[src/rtl/bitwise_logic_pipe_if.sv]
// +----------------------------------------------------------------------+
// | bitwise_logic_pipe_if : operand/result handshake bundle               |
// | Revision: 1.0                                                         |
// +----------------------------------------------------------------------+
`default_nettype none

interface bitwise_logic_pipe_if #(
  parameter int N     = 5,
  parameter int CNT_W = 8
);
  logic             in_valid;
  logic             in_ready;
  logic [N-1:0]     a;
  logic [N-1:0]     b;
  logic [2:0]       op;
  logic             out_valid;
  logic             out_ready;
  logic [N-1:0]     out;
  logic             out_zero;
  logic             out_ones;
  logic [CNT_W-1:0] txn_cnt;
`ifdef BITOP_PARITY_EN
  logic             out_parity;
`endif

  modport master (
    output in_valid, a, b, op, out_ready,
    input  in_ready, out_valid, out, out_zero, out_ones, txn_cnt
`ifdef BITOP_PARITY_EN
    , input out_parity
`endif
  );

  modport slave (
    input  in_valid, a, b, op, out_ready,
    output in_ready, out_valid, out, out_zero, out_ones, txn_cnt
`ifdef BITOP_PARITY_EN
    , output out_parity
`endif
  );
endinterface

`default_nettype wire

[src/rtl/bitwise_logic_pipe.sv]
// +----------------------------------------------------------------------+
// | bitwise_logic_pipe : 2-stage valid/ready N-bit bitwise logic unit     |
// | Optional macro BITOP_PARITY_EN adds registered out_parity.            |
// | Revision: 1.0                                                         |
// +----------------------------------------------------------------------+
`default_nettype none

module bitwise_logic_pipe #(
  parameter int N     = 5,
  parameter int CNT_W = 8
) (
  input  wire logic          clk,
  input  wire logic          rst,
  bitwise_logic_pipe_if.slave bus
);
  localparam logic [2:0] OP_AND  = 3'd0;
  localparam logic [2:0] OP_OR   = 3'd1;
  localparam logic [2:0] OP_XOR  = 3'd2;
  localparam logic [2:0] OP_NAND = 3'd3;
  localparam logic [2:0] OP_NOR  = 3'd4;
  localparam logic [2:0] OP_XNOR = 3'd5;
  localparam logic [2:0] OP_ANDN = 3'd6;

  logic             s1_valid_q, s1_valid_d;
  logic [N-1:0]     s1_a_q, s1_a_d;
  logic [N-1:0]     s1_b_q, s1_b_d;
  logic [2:0]       s1_op_q, s1_op_d;
  logic             out_valid_q, out_valid_d;
  logic [N-1:0]     out_q, out_d;
  logic             zero_q, zero_d;
  logic             ones_q, ones_d;
  logic [CNT_W-1:0] txn_cnt_q, txn_cnt_d;

  logic             s2_adv;
  logic             s1_adv;
  logic             in_ready;
  logic             accept;
  logic             out_hs;
  logic [N-1:0]     res;

  always_comb begin
    s2_adv   = !out_valid_q || bus.out_ready;
    s1_adv   = !s1_valid_q || s2_adv;
    // Hold off the producer while reset is asserted.
    in_ready = !rst && s1_adv;
    accept   = bus.in_valid && in_ready;
    out_hs   = out_valid_q && bus.out_ready;
  end

  always_comb begin
    case (s1_op_q)
      OP_AND:  res = s1_a_q & s1_b_q;
      OP_OR:   res = s1_a_q | s1_b_q;
      OP_XOR:  res = s1_a_q ^ s1_b_q;
      OP_NAND: res = ~(s1_a_q & s1_b_q);
      OP_NOR:  res = ~(s1_a_q | s1_b_q);
      OP_XNOR: res = ~(s1_a_q ^ s1_b_q);
      OP_ANDN: res = s1_a_q & ~s1_b_q;
      default: res = s1_a_q;
    endcase
  end

  always_comb begin
    s1_valid_d  = s1_valid_q;
    s1_a_d      = s1_a_q;
    s1_b_d      = s1_b_q;
    s1_op_d     = s1_op_q;
    out_valid_d = out_valid_q;
    out_d       = out_q;
    zero_d      = zero_q;
    ones_d      = ones_q;
    txn_cnt_d   = txn_cnt_q;
    if (s1_adv) begin
      s1_valid_d = accept;
      if (accept) begin
        s1_a_d  = bus.a;
        s1_b_d  = bus.b;
        s1_op_d = bus.op;
      end
    end
    // An empty S1 moving forward clears S2 so flags read 0 when idle.
    if (s2_adv) begin
      out_valid_d = s1_valid_q;
      out_d       = s1_valid_q ? res : '0;
      zero_d      = s1_valid_q && (res == '0);
      ones_d      = s1_valid_q && (res == '1);
    end
    if (out_hs) begin
      txn_cnt_d = txn_cnt_q + CNT_W'(1);
    end
  end

  always_ff @(posedge clk) begin
    if (rst) begin
      s1_valid_q  <= 1'b0;
      s1_a_q      <= '0;
      s1_b_q      <= '0;
      s1_op_q     <= '0;
      out_valid_q <= 1'b0;
      out_q       <= '0;
      zero_q      <= 1'b0;
      ones_q      <= 1'b0;
      txn_cnt_q   <= '0;
    end else begin
      s1_valid_q  <= s1_valid_d;
      s1_a_q      <= s1_a_d;
      s1_b_q      <= s1_b_d;
      s1_op_q     <= s1_op_d;
      out_valid_q <= out_valid_d;
      out_q       <= out_d;
      zero_q      <= zero_d;
      ones_q      <= ones_d;
      txn_cnt_q   <= txn_cnt_d;
    end
  end

`ifdef BITOP_PARITY_EN
  logic parity_q, parity_d;

  always_comb begin
    parity_d = parity_q;
    if (s2_adv) begin
      parity_d = s1_valid_q && (^res);
    end
  end

  always_ff @(posedge clk) begin
    if (rst) begin
      parity_q <= 1'b0;
    end else begin
      parity_q <= parity_d;
    end
  end

  assign bus.out_parity = parity_q;
`endif

  assign bus.in_ready  = in_ready;
  assign bus.out_valid = out_valid_q;
  assign bus.out       = out_q;
  assign bus.out_zero  = zero_q;
  assign bus.out_ones  = ones_q;
  assign bus.txn_cnt   = txn_cnt_q;

endmodule

`default_nettype wire
[src/flat_wrapper.sv]
// flat-port wrapper written by rule: the top's interface ports become plain ports
module bitwise_logic_pipe_flat 
#(
  parameter int N     = 5,
  parameter int CNT_W = 8
)
  (clk, rst, bus_in_valid, bus_a, bus_b, bus_op, bus_out_ready, bus_in_ready, bus_out_valid, bus_out, bus_out_zero, bus_out_ones, bus_txn_cnt);
  bitwise_logic_pipe_if #(.N(N), .CNT_W(CNT_W)) bus_i ();
  input  wire logic clk;
  input  wire logic rst;
  input wire logic [$bits(bus_i.in_valid)-1:0] bus_in_valid;
  input wire logic [$bits(bus_i.a)-1:0] bus_a;
  input wire logic [$bits(bus_i.b)-1:0] bus_b;
  input wire logic [$bits(bus_i.op)-1:0] bus_op;
  input wire logic [$bits(bus_i.out_ready)-1:0] bus_out_ready;
  output wire logic [$bits(bus_i.in_ready)-1:0] bus_in_ready;
  output wire logic [$bits(bus_i.out_valid)-1:0] bus_out_valid;
  output wire logic [$bits(bus_i.out)-1:0] bus_out;
  output wire logic [$bits(bus_i.out_zero)-1:0] bus_out_zero;
  output wire logic [$bits(bus_i.out_ones)-1:0] bus_out_ones;
  output wire logic [$bits(bus_i.txn_cnt)-1:0] bus_txn_cnt;
  assign bus_i.in_valid = bus_in_valid;
  assign bus_i.a = bus_a;
  assign bus_i.b = bus_b;
  assign bus_i.op = bus_op;
  assign bus_i.out_ready = bus_out_ready;
  assign bus_in_ready = bus_i.in_ready;
  assign bus_out_valid = bus_i.out_valid;
  assign bus_out = bus_i.out;
  assign bus_out_zero = bus_i.out_zero;
  assign bus_out_ones = bus_i.out_ones;
  assign bus_txn_cnt = bus_i.txn_cnt;
  bitwise_logic_pipe #(.N(N), .CNT_W(CNT_W)) u_core (.clk(clk), .rst(rst), .bus(bus_i));
endmodule
[config.mk]
export PLATFORM = sky130hd
export DESIGN_NAME = bitwise_logic_pipe_flat
export DESIGN_NICKNAME = d
export VERILOG_FILES = /design/src/rtl/bitwise_logic_pipe_if.sv /design/src/rtl/bitwise_logic_pipe.sv /design/src/flat_wrapper.sv
export SDC_FILE = /design/constraint.sdc
export NUM_CORES = 1
export LEC_CHECK = 0
export ABC_AREA = 1
export CORE_UTILIZATION = 30
export DETAILED_ROUTE_END_ITERATION = 8
export DONT_BUFFER_PORTS = 1
export HOLD_SLACK_MARGIN = 0.03
export SLEW_MARGIN = 30
export SYNTH_ARGS = -nofsm -noshare
export SYNTH_HDL_FRONTEND = slang
export SYNTH_SLANG_ARGS = --single-unit
[constraint.sdc]
create_clock -name clk -period 3.6 [get_ports clk]
set_clock_uncertainty 0.1 [all_clocks]
set_input_delay 0.36 -clock clk [delete_from_list [all_inputs] [get_ports clk]]
set_output_delay 0.36 -clock clk [all_outputs]
set_load 0.01 [all_outputs]
# == Yosys cells after proc, flatten, opt, wreduce, memory -nomap -nowiden ==
# Index checks and enable logic that the tools add are counted.
# word_totals
ff_bits,30
in_bits,17
out_inout_bits,17
elab_cells,40
# classes
addsub,1
n_eq_ne,7
mux,2
bitwise_logic,8
n_reduce_logical,13
# ops
operator,count
one-hot mux 5 bit (7 select lines),1
NOT 5 bit,4
AND 5 bit,2
== test 3 bit (second input constant),3
adder 8 x 1 -> 8 bit (second input constant),1
== test 3 x 2 -> 1 bit (second input constant),2
== test 5 bit (second input constant),1
logical AND 1 bit,5
logical NOT 5 bit,1
two-way mux 5 bit,1
bitwise OR 5 bit,1
XOR 5 bit,1
== test 3 x 1 -> 1 bit (second input constant),1
logical NOT 1 bit,3
logical NOT 3 bit,1
logical OR 1 bit,2
AND reduction 2 bit,1

# == Depth between registers and ports, before layout ==
# depth
depth_word,6
ltp_mapped,12
depth_no_buf,12

# == Worst setup path after synthesis ==
# Ideal clock, no wire load.
# synth_path
kind,reg2reg
from,register u_core.s1_a_q[3]
to,"register u_core.zero_q, in the netlist u_core.bus.out_zero"
setup_time_ps,67
t_arrival_ps,1311
t_required_ps,3433
slack_ps,2121
stages_incl_launch_ff,13
path_buffers,0
synth_period_minus_slack_ps,1479
cell_sequence,dfxtp_1 > inv_1 > ha_1 > inv_1 > nand4_1 > nand2_1 > nor2_1 > nand2_1 > nand2_1 > nand2_1 > nor2_1 > nand2_1 > a21oi_2
# synth_between
elab_chain_len,5
word_cells_on_any_way,10
cone_classes,1 x mux; 7 x bitwise; 2 x reduce/logical
# synth_rtl
element,line,rtl
start: declaration,bitwise_logic_pipe.sv:25,"logic [N-1:0] s1_a_q, s1_a_d;"
start signal: assignment,bitwise_logic_pipe.sv:96,s1_a_q <= '0;
start signal: assignment,bitwise_logic_pipe.sv:106,s1_a_q <= s1_a_d;
XOR 5 bit (tied with other cells),"bitwise_logic_pipe.sv:54, bitwise_logic_pipe.sv:57",
NOT 5 bit (on tied branches),"bitwise_logic_pipe.sv:57, bitwise_logic_pipe.sv:56, bitwise_logic_pipe.sv:55",
one-hot mux 5 bit (7 select lines) *,bitwise_logic_pipe.sv:51,case (s1_op_q)
logical NOT 5 bit *,bitwise_logic_pipe.sv:85,zero_d = s1_valid_q && (res == '0);
logical AND 1 bit *,bitwise_logic_pipe.sv:85,
end signal: assignment,bitwise_logic_pipe.sv:111,zero_q <= zero_d;
end: declaration,bitwise_logic_pipe.sv:30,"logic zero_q, zero_d;"
# Mark *: on every way between the ends. The rest lies on a longest branch, timed or not.
# A chain may end at the register's enable or synchronous reset.

# == Worst setup path in the final report ==
# layout_path
from,register u_core.s1_op_q[2]
to,"register u_core.zero_q, in the netlist u_core.bus.out_zero"
# layout_between
elab_chain_len,4
word_cells_on_any_way,10
cone_classes,6 x eq/ne; 1 x mux; 3 x reduce/logical
# layout_rtl
element,line,rtl
start: declaration,bitwise_logic_pipe.sv:27,"logic [2:0] s1_op_q, s1_op_d;"
start signal: assignment,bitwise_logic_pipe.sv:108,s1_op_q <= s1_op_d;
== test 3 bit (tied with other cells),bitwise_logic_pipe.sv:51,
one-hot mux 5 bit (7 select lines) *,bitwise_logic_pipe.sv:51,
logical NOT 5 bit *,bitwise_logic_pipe.sv:85,
logical AND 1 bit *,bitwise_logic_pipe.sv:85,
# Marks and branches as above.

==> flow_metrics.tcl <==
set metrics [dict create \
    outcome "complete, no violations" \
    multi_input_comb_area_um2 1020 \
    worstPathArrival_ps 2060 \
    critical_path.max_fanout 22 \
    gr-total-overflow 0 \
    seqCellArea_um2 601 \
    drv_slew 0 \
    endpoint_kind "flip-flop" \
    syn_area_um2 1820 \
    irDropWorstVdd_uv 212 \
    hpwl_mm 2.85 \
    power_switching_mw 0.229 \
    grt_usage_pct 14.0 \
    avgSynthCellArea_um2 6.96 \
    fmax_mhz 516 \
    r2r_start "u_core.s1_op_q[2]$_SDFFE_PP0P_" \
    grt_antenna_before_repair 0 \
    power_frac_seq_pct 40.4 \
    avgViaCountPerCell 4.96 \
    startpoint "u_core.s1_op_q[2]$_SDFFE_PP0P_" \
    place.gp.congestion 0.845 \
    grt_pass1_vias 1552 \
    tritoncts "yes" \
    setup_tns_ps 0 \
    placed_cells 322 \
    worst_slew_pin_slew_ps 585 \
    firstDrtPassIters 4 \
    switching_share_pct 25.1 \
    fin_crit_sh_pct 53.8 \
    min-delay-start "rst" \
    relSlewSlack_pct 60.9 \
    post_drt_wl_per_cell_um 12.1 \
    startpoint_type "flip-flop" \
    layout_common_cells "64 x nand2_1, 33 x inv_1, 30 x dfxtp_1, 23 x nor2_1, 22 x nand3_1" \
    syn2layout_area_growth_pct 10.1 \
    pre_cts_ws_ps 1720 \
    final_nets 291 \
    drcViolationCount 0 \
    cts.sinks 30 \
    initial_core_util_pct 32.0 \
    final_common_cell "nand2_1" \
    synth_nets 294 \
    ios 34 \
    fin_crit_ps 1940 \
    wirelength_mm 4.02 \
    cts_setup_buffers 0 \
    vias 1641 \
    yosysSeqAreaShare_pct 33.1 \
    crit_required_ps 3730 \
    setup_ws_ps 1660 \
    cap_violations 0 \
    synthCells 261 \
    fp.dieW_um 79.8 \
    cts.clk_slew.worst_paths_ps 70 \
    clockPowerShare_pct 47.0 \
    core_um2 5680 \
    clk_latency_ps 290 \
    dieArea_um2 6370 \
    rsz0062_at_grt "no" \
    critPathKind "flip-flop to flip-flop" \
    clk_path_buf_depth 2 \
    final_util_pct 35.2 \
    cts_buffers 5 \
    synth_cell_types 22 \
    p_leak_nw 0.875 \
    htree_levels 2 \
    die_h_um 79.8 \
    yosysWarnings 0 \
    drt_iter0_markers 87 \
    power.internal_mw 0.682 \
    clockRootBuffer "clkbuf_8" \
    finalHoldViolCount 0 \
    portBuffers 0 \
    synth-seq-cells 30 \
    setup_violations 0 \
    grt_max_degree 27 \
    hold_path.class "input pin to flip-flop" \
    grt_pass1_wl_mm 7.00 \
    share_comb_of_total_power_pct 12.6 \
    detail-route-antenna-nets 0 \
    num_antenna_cells 0 \
    drive_gt1_share_pct 6.18 \
    rows 27 \
    power.density_nw_per_um2 456 \
    fin_cells 331 \
    fill_cells 626 \
]
==> stage by stage <==
stage / power (mW) / hold slack (ps) / cell area (um2)
after floorplan: 0.471 / 356 / 1820
after global placement: 0.486 / 327 / 1840
after detailed placement: 0.487 / 328 / 1850
after CTS: 0.922 / 45.0 / 2000
after global routing: 0.959 / 41.0 / 2000
final: 0.911 / 50.9 / 2000
==> synthesized netlist by cell type <==
library cell	number	area share (%)
nor2_1	23	4.8
nor3_1	1	0.28
nand2_1	64	13
nor2_4	2	1.2
nand3b_1	3	1.2
o31ai_1	13	5.4
o21ai_0	5	1.4
nor3b_1	1	0.41
nor2_2	3	1.0
inv_1	33	6.8
ha_1	16	11
clkbuf_1	3	0.62
xor2_1	1	0.48
nand4_1	13	4.5
nand3_1	22	6.1
buf_4	3	1.2
buf_6	1	0.62
buf_2	4	1.1
a21oi_1	17	4.7
inv_2	2	0.41
a21oi_2	1	0.48
dfxtp_1	30	33
==> worst paths after layout <==
path	end	slack, ps	cells past startpoint
worst max-delay path	u_core.bus.out_zero$_SDFFE_PP0P_	1660	10
worst max register to register	u_core.bus.out_zero$_SDFFE_PP0P_	1660	10
worst min register to register	u_core.bus.out_valid$_SDFFE_PP0P_	390	2
worst min-delay path	u_core.bus.txn_cnt[4]$_SDFFE_PP0P_	50	1
==> per-layer routing <==
metal,wire (um),GRT usage (%),vias to the layer above,part of all wire [%]
met3,255,5.14,8,6.3
met1,1940,17.2,746,48
li1,-,-,850,-
met5,0,0,-,0
met2,1740,21.8,37,43
met4,86,6.07,0,2.1
==> repair_timing <==
item,in CTS,in global routing
resized for setup,0,0
endpoints found under the hold margin,10,0
setup endpoints to repair,0,0
hold buffers,1,0
==> state kept, by name (all words and copies together), names as in the netlist <==
name	count
u_core.bus.out_valid	1
u_core.bus.txn_cnt	8
u_core.bus.out_ones	1
u_core.s1_b_q	5
u_core.s1_op_q	3
u_core.s1_a_q	5
u_core.bus.out_zero	1
u_core.bus.out	5
u_core.s1_valid_q	1
==> power by group through the flow <==
stage	clock [mW]	combinational, mW	sequential, mW
floorplan	0	0.104	0.367
global placement	0	0.111	0.375
detailed placement	0	0.112	0.375
CTS	0.439	0.115	0.368
global route	0.454	0.135	0.370
finish	0.428	0.115	0.368
==> worst max-delay path: stages (launching register included) <==
cell and delay (ps):
dfxtp_1 680, inv_2 300, nand3_1 150, nand2_1 50, nor2_1 100, nand2_1 80, nand2_1 80, nand2_1 50
nor2_1 110, nand2_1 70, a21oi_2 100
==> kinds of logic after synthesis <==
logic type      synth area share [%]
simple gates                    32.7
buf+inv                         10.8
compound gates                  11.9
flops                           33.1
fa+ha+maj                       11.0
xor+xnor                       0.482
==> area by class of cell <==
type	count	area share, %
clock buffer	6	4.13
clock inverter	2	3.00
inverter	35	6.57
multi-input combinational	185	51.3
sequential	30	30.0
tap	72	4.51
timing repair buffer	1	0.501
No activity file was read; power rests on OpenSTA's default activity.
